## config.mk

```make
export PLATFORM = sky130hd
export DESIGN_NAME = mul_seq_param
export DESIGN_NICKNAME = d
export VERILOG_FILES = /design/src/rtl/mul_pkg.sv /design/src/rtl/mul_pp_gen.sv /design/src/rtl/mul_seq_param.sv
export SDC_FILE = /design/constraint.sdc
export NUM_CORES = 1
export LEC_CHECK = 0
export ABC_CLOCK_PERIOD_IN_PS = 4750
export CAP_MARGIN = 0
export CORE_MARGIN = 3
export CORE_UTILIZATION = 58
export DETAILED_ROUTE_END_ITERATION = 10
export DONT_BUFFER_PORTS = 1
export PLACE_DENSITY = 0.77
export SYNTH_ARGS = -nofsm -noshare
export SYNTH_HDL_FRONTEND = slang
export SYNTH_SLANG_ARGS = --single-unit
```

## constraint.sdc

```tcl
create_clock -name clk -period 4.75 [get_ports clk]
set_clock_uncertainty 0.1 [all_clocks]
set_input_delay 0.475 -clock clk [delete_from_list [all_inputs] [get_ports clk]]
set_output_delay 0.475 -clock clk [all_outputs]
set_load 0.05 [all_outputs]
```

## src/rtl/mul_pkg.sv

```systemverilog
// ============================================================================
//  Module   : mul_pkg
//  Brief    : Shared state encoding and handshake constants for mul_seq_param.
//  Revision : 1.0 - initial release
// ============================================================================
`default_nettype none

package mul_pkg;

    typedef enum logic [1:0] {
        ST_IDLE = 2'd0,
        ST_RUN  = 2'd1,
        ST_SIGN = 2'd2,
        ST_DONE = 2'd3
    } mul_state_t;

    localparam logic MulStart          = 1'b1;
    localparam logic MulStop           = 1'b0;
    localparam logic MulResultReady    = 1'b1;
    localparam logic MulResultNotReady = 1'b0;

    // Replicated by users to build a zero word of any WIDTH.
    localparam logic MulZeroBit        = 1'b0;

endpackage

`default_nettype wire

```

## src/rtl/mul_pp_gen.sv

```systemverilog
// ============================================================================
//  Module   : mul_pp_gen
//  Brief    : Partial product of a 2*WIDTH multiplicand and a BPC-bit digit.
//  Revision : 1.0 - initial release
// ============================================================================
`default_nettype none

module mul_pp_gen #(
    parameter int WIDTH = 32,
    parameter int BPC   = 1
) (
    input  logic [2*WIDTH-1:0] i_mcand,
    input  logic [BPC-1:0]     i_digit,
    output logic [2*WIDTH-1:0] o_pp
);

    logic [2*WIDTH-1:0] w_terms [BPC];

    generate
        for (genvar gi = 0; gi < BPC; gi++) begin : g_term
            assign w_terms[gi] = i_digit[gi] ? (i_mcand << gi) : '0;
        end
    endgenerate

    always_comb begin
        o_pp = '0;
        for (int i = 0; i < BPC; i++) begin
            o_pp = o_pp + w_terms[i];
        end
    end

endmodule

`default_nettype wire

```

## src/rtl/mul_seq_param.sv

```systemverilog
// ============================================================================
//  Module   : mul_seq_param
//  Brief    : Iterative shift-add multiplier retiring BPC multiplier bits/cycle.
//  Revision : 1.0 - initial release
// ============================================================================
`default_nettype none

module mul_seq_param
    import mul_pkg::*;
#(
    parameter int WIDTH     = 32,
    parameter int BPC       = 1,
    parameter int EARLY_OUT = 1
) (
    input  logic               clk,
    input  logic               rst,
    input  logic               signed_mul_i,
    input  logic [WIDTH-1:0]   opdata1_i,
    input  logic [WIDTH-1:0]   opdata2_i,
    input  logic               start_i,
    input  logic               annul_i,
    output logic [2*WIDTH-1:0] result_o,
    output logic               ready_o,
    output logic               busy_o
);

    localparam int                 c_iters   = WIDTH / BPC;
    localparam int                 CNT_W     = $clog2(c_iters + 1);
    localparam logic [CNT_W-1:0]   c_last    = CNT_W'(c_iters - 1);
    localparam logic [CNT_W-1:0]   c_cnt_one = CNT_W'(1);
    localparam logic [WIDTH-1:0]   c_zero_w  = {WIDTH{MulZeroBit}};
    localparam logic [WIDTH-1:0]   c_one_w   = {{(WIDTH-1){MulZeroBit}}, 1'b1};
    localparam logic [2*WIDTH-1:0] c_zero_dw = {(2*WIDTH){MulZeroBit}};
    localparam logic [2*WIDTH-1:0] c_one_dw  = {{(2*WIDTH-1){MulZeroBit}}, 1'b1};

    mul_state_t         r_state;
    mul_state_t         w_next;
    logic [2*WIDTH-1:0] r_mcand;
    logic [WIDTH-1:0]   r_mplier;
    logic [CNT_W-1:0]   r_cnt;
    logic               r_neg;
    logic [2*WIDTH-1:0] r_product;
    logic [2*WIDTH-1:0] r_result;
    logic               r_ready;

    logic               w_accept;
    logic               w_zero_op;
    logic [WIDTH-1:0]   w_mag1;
    logic [WIDTH-1:0]   w_mag2;
    logic [WIDTH-1:0]   w_mplier_next;
    logic [2*WIDTH-1:0] w_pp;
    logic               w_run_last;
    logic               w_release;

    assign w_accept  = (r_state == ST_IDLE) && (start_i == MulStart) && !annul_i;
    assign w_zero_op = (opdata1_i == c_zero_w) || (opdata2_i == c_zero_w);

    // Magnitudes fit in WIDTH unsigned bits, including the signed minimum.
    assign w_mag1 = (signed_mul_i && opdata1_i[WIDTH-1]) ? (~opdata1_i + c_one_w) : opdata1_i;
    assign w_mag2 = (signed_mul_i && opdata2_i[WIDTH-1]) ? (~opdata2_i + c_one_w) : opdata2_i;

    assign w_mplier_next = r_mplier >> BPC;
    assign w_run_last    = (r_cnt == c_last) ||
                           ((EARLY_OUT != 0) && (w_mplier_next == c_zero_w));
    assign w_release     = (start_i == MulStop) || annul_i;

    mul_pp_gen #(
        .WIDTH (WIDTH),
        .BPC   (BPC)
    ) u_pp_gen (
        .i_mcand (r_mcand),
        .i_digit (r_mplier[BPC-1:0]),
        .o_pp    (w_pp)
    );

    always_ff @(posedge clk or negedge rst) begin
        if (!rst) begin
            r_state <= ST_IDLE;
        end else begin
            r_state <= w_next;
        end
    end

    always_comb begin
        w_next = r_state;
        case (r_state)
            ST_IDLE: begin
                if (w_accept) begin
                    w_next = w_zero_op ? ST_SIGN : ST_RUN;
                end
            end
            ST_RUN: begin
                if (annul_i) begin
                    w_next = ST_IDLE;
                end else if (w_run_last) begin
                    w_next = ST_SIGN;
                end
            end
            ST_SIGN: begin
                w_next = annul_i ? ST_IDLE : ST_DONE;
            end
            ST_DONE: begin
                if (w_release) begin
                    w_next = ST_IDLE;
                end
            end
            default: w_next = ST_IDLE;
        endcase
    end

    always_ff @(posedge clk or negedge rst) begin
        if (!rst) begin
            r_mcand   <= c_zero_dw;
            r_mplier  <= c_zero_w;
            r_cnt     <= '0;
            r_neg     <= 1'b0;
            r_product <= c_zero_dw;
            r_result  <= c_zero_dw;
            r_ready   <= MulResultNotReady;
        end else begin
            case (r_state)
                ST_IDLE: begin
                    if (w_accept) begin
                        r_mcand   <= {c_zero_w, w_mag1};
                        r_mplier  <= w_mag2;
                        r_neg     <= signed_mul_i & (opdata1_i[WIDTH-1] ^ opdata2_i[WIDTH-1]);
                        r_product <= c_zero_dw;
                        r_cnt     <= '0;
                    end
                end
                ST_RUN: begin
                    if (!annul_i) begin
                        r_product <= r_product + w_pp;
                        r_mcand   <= r_mcand << BPC;
                        r_mplier  <= w_mplier_next;
                        r_cnt     <= r_cnt + c_cnt_one;
                    end
                end
                ST_SIGN: begin
                    if (!annul_i) begin
                        r_result <= r_neg ? (~r_product + c_one_dw) : r_product;
                        r_ready  <= MulResultReady;
                    end
                end
                ST_DONE: begin
                    if (w_release) begin
                        r_result <= c_zero_dw;
                        r_ready  <= MulResultNotReady;
                    end
                end
                default: begin
                    r_result <= c_zero_dw;
                    r_ready  <= MulResultNotReady;
                end
            endcase
        end
    end

    assign result_o = r_result;
    assign ready_o  = r_ready;
    assign busy_o   = (r_state == ST_RUN) || (r_state == ST_SIGN);

endmodule

`default_nettype wire

```

==> PnR_summary.wiki <==
{| class="wikitable"
! Metric !! Value
|-
| Via count of the first global-routing pass || 13200
|-
| Global-route wire length before repair || 69600 um
|-
| Average instance area after synthesis || a little under 8 um^2
|-
| Layout-stage area growth over the synthesis result || 6.55%
|-
| Main area contributors after synthesis || dfrtp_1, o21ai_0, nand2_1
|-
| Final-layout worst hold slack || -0.474 ns
|-
| Critical-path maximum fanout || 38
|-
| Period Utilization, post-route || about nine tenths
|-
| DPL Wire Length || between 30000 and 40000 um
|-
| Sw frac || 47.1%
|-
| Total count of hold-check failures in the final report || around 230
|-
| Count of max-cap constraint violations || 0
|-
| Most common library cell in the layout ignoring fill and taps || nand2_1
|-
| Routed vias/inst || just over 6
|-
| Number of instances in the synthesized netlist || 2028
|-
| Utilization of the core after routing || a little over three fifths
|-
| Slowest stage delay, CP || between 0.6 and 0.7 ns
|-
| Number of buffers added by the clock tree synthesis step || 26
|-
| Total congestion overflow after global routing || 0
|-
| Dominant synthesized flop cell || dfrtp_1
|-
| Seq/Total Area, Yosys || a little over a third
|-
| Maximum level of the CTS H-tree || 1
|-
| Total routing usage reported by global routing || about 28%
|-
| Remaining antenna violation count after routing || 0
|-
| Setup repair after global routing missed its margin || no
|-
| Sequential Power Share || about two fifths
|-
| Startpoint type of the worst setup path || flop
|-
| Number of synthesized flops with an enable pin || 0
|-
| Clock latency at the later pin of the worst-skew pair || roughly 0.55 ns
|-
| Net count after synthesis || 2170
|-
| Cell area after technology mapping || ~16000 um^2
|-
| Pleak || between 7 and 8 nW
|-
| Count of buffers inserted at the top-level ports || 0
|-
| Area share of the largest cell type after synthesis || between 30% and 40%
|-
| Setup Buffers After CTS || 0
|-
| Unique cell type count in the Yosys netlist || 72
|-
| Number of placed I/O pins || ~140
|-
| Die Footprint || approximately 30000 um^2
|-
| Synthesized flop and latch total || approximately 230
|-
| Worst setup slack after placement || approximately 0.42 ns
|-
| Master of the slowest instance on the critical path || nor4_1
|-
| Post-layout min period || roughly 4.4 ns
|-
| Failing checks || hold timing
|-
| Placement row count || 60
|-
| Largest buffer count on any clock path || 3
|-
| Portion of total power attributed to combinational logic || between 30 and 40%
|-
| Post-synthesis cell type with the largest combined area || dfrtp_1
|-
| Outcome || finished, violations left
|-
| Clock tree from TritonCTS || yes
|-
| DR iter-0 viols || between 1000 and 1500
|-
| Class of the most critical hold timing path || in -> async
|-
| ANT cells || 0
|-
| Initial standard-cell utilization of the core || ~59%
|-
| Root Driver || clkbuf_16
|-
| TritonCTS sink count || between 200 and 250
|-
| Pwr Density || approximately 560 nW/um^2
|-
| Antenna violations before repair || 0
|-
| Hold buffer count at cts || 2
|-
| Detailed-route wire length || ~42000 um
|-
| Number of detailed-route iterations in the first pass || 5
|-
| Nets@finish || between 2000 and 2500
|-
| Wire length per cell || 18.0 um
|-
| Total power of the final layout || slightly below 10 mW
|-
| Setup tns final || 0 ns
|-
| Worst Path Buf+Inv || 1
|-
| Endpoints failing setup || 0
|-
| DRC || 0
|-
| Floorplan Core Area || between 20000 and 30000 um^2
|-
| Relative contribution of the clock network to total power || approximately 22%
|-
| Commonest cells after routing, fill and taps aside || nand2_1, o21ai_0, dfrtp_1, a21oi_1, nor2_1
|-
| Slew margin rel. || roughly a fifth
|-
| Fraction of layout cells with a size suffix above 1 || 4.32%
|-
| Number of instances in the placed design || roughly 2300
|-
| Largest net degree at the start of global routing || approximately 240
|-
| Cells along the critical path || buf_4 -> and2_1 -> ha_1 -> nand4_1 -> nor4_1 -> o2111ai_1 -> o211ai_1 -> a21oi_1 -> o311ai_1 -> xnor2_1 -> o21ai_0 -> a22o_1
|-
| Maximum VDD drop || ~290 uV
|-
| Critical path arrival || approximately 4.7 ns
|-
| Die boundary width || between 150 and 200 um
|-
| Clock-pin slew reported for the worst setup and hold paths after clock tree synthesis || roughly 0.060 ns
|-
| Fraction of registers with async set or reset after synthesis || 100%
|-
| Kind of capture point of the worst setup path || flop
|-
| Non-filler instance count after layout || around 2300
|-
| Number of max-slew violations in the final report || 0
|-
| Net Switching || ~4.5 mW
|-
| Die span in y || approximately 170 um
|-
| Kind of critical path || reg -> reg
|-
| Worst Tran Pin Value || ~1.2 ns
|-
| Peak clock frequency supported by timing || around 0.23 GHz
|-
| Total number of vias || ~14000
|-
| Cell type group with the largest total delay on the critical path || compound AO/OA/AOI/OAI gates
|-
| Quantity of gates resized following cts || 0
|-
| Int Pwr || 5.10 mW
|-
| Routability congestion estimate from global placement || ~0.95
|-
| Warnings, synthesis || 0
|-
| Required time of the worst setup path || between 5 and 6 ns
|-
| Setup ws final || between 0.3 and 0.4 ns
|}
cell families (layout without fill, tap and decap cells):
logic type | count (synthesis) | after routing | synth area share (%)
and+or+nand+nor | 780 | 780 | 22.9
buffers and inverters | 154 | 94 | 3.73
muxes | 3 | 3 | 0.186
DFF | 234 | 234 | 36.3
AOI/OAI and AO/OA | 610 | 610 | 21.8
adders and majority gates | 73 | 73 | 5.70
xor gates and xnor gates | 174 | 174 | 9.44
cell usage after synthesis, drive strengths merged (3+ instances only):
cell type / n
a211oi: 3
a21boi: 3
a21o: 32
a21oi: 182
a221o: 4
a31oi: 14
and2: 66
and3: 18
buf: 28
clkbuf: 94
dfrtp: 234
ha: 72
inv: 32
mux2i: 3
nand2: 341
nand2b: 9
nand3: 80
nand3b: 5
nand4: 31
nor2: 122
nor2b: 10
nor3: 27
nor4: 23
o2111ai: 4
o211ai: 6
o21a: 12
o21ai: 272
o21bai: 14
o221ai: 5
o31ai: 28
o41ai: 12
or2: 5
or3: 29
or4: 10
xnor2: 62
xor2: 112
routing by layer:
layer	share of wire, %	vias up	GRT usage (%)
met5	0	-	0
met4	1.4	0	4.70
met3	8.1	48	4.63
met2	41	501	39.7
met1	50	6647	44.5
li1	-	7000	-
flip-flops by register name, summed over array words and instances (netlist names):
name / cells
r_mcand: 64
r_mplier: 32
ready_o: 1
r_product: 64
r_cnt: 6
r_state: 2
result_o: 64
r_neg: 1
cell type report:
cell class                      count  area [um^2]
Clock buffer                       36          778
Clock inverter                     11          121
Fill cell                        2369         9980
Inverter                           32          120
Multi-Input combinational cell   1640         9730
Sequential cell                   234         5860
Tap cell                          372          465
Timing Repair Buffer               15          130
path summary, 6_finish.rpt:
kind                                   start  slack [ns]  cells after the start             to
worst max register to register   r_mplier[0]        0.39                     12  r_product[63]
worst max-delay path             r_mplier[0]        0.39                     12  r_product[63]
worst min register to register   r_mcand[57]        0.38                      2    r_mcand[57]
min in group clk                opdata1_i[0]        0.03                      2     r_mcand[0]
max in group asynchronous                rst        4.45                      0   r_mplier[10]
worst min-delay path                     rst       -0.47                      0        ready_o
per-stage QoR:
stage | cell area, um^2 | hold WS, ns
global placement | 16300 | 0.0837
global route | 17200 | -0.496
detailed placement | 16300 | 0.0832
finish | 17200 | -0.474
floorplan | 16100 | 0.0794
CTS | 17200 | -0.497
power by group through the flow:
stage | registers (mW) | clock network, mW | logic (mW)
floorplan | 3.74 | 0 | 2.89
global placement | 4.01 | 0 | 3.46
detailed placement | 4.03 | 0 | 3.54
CTS | 4.00 | 2.12 | 3.55
global route | 4.09 | 2.21 | 4.06
finish | 4.01 | 2.08 | 3.56
Note: power is estimated with default switching activity, not from simulation.
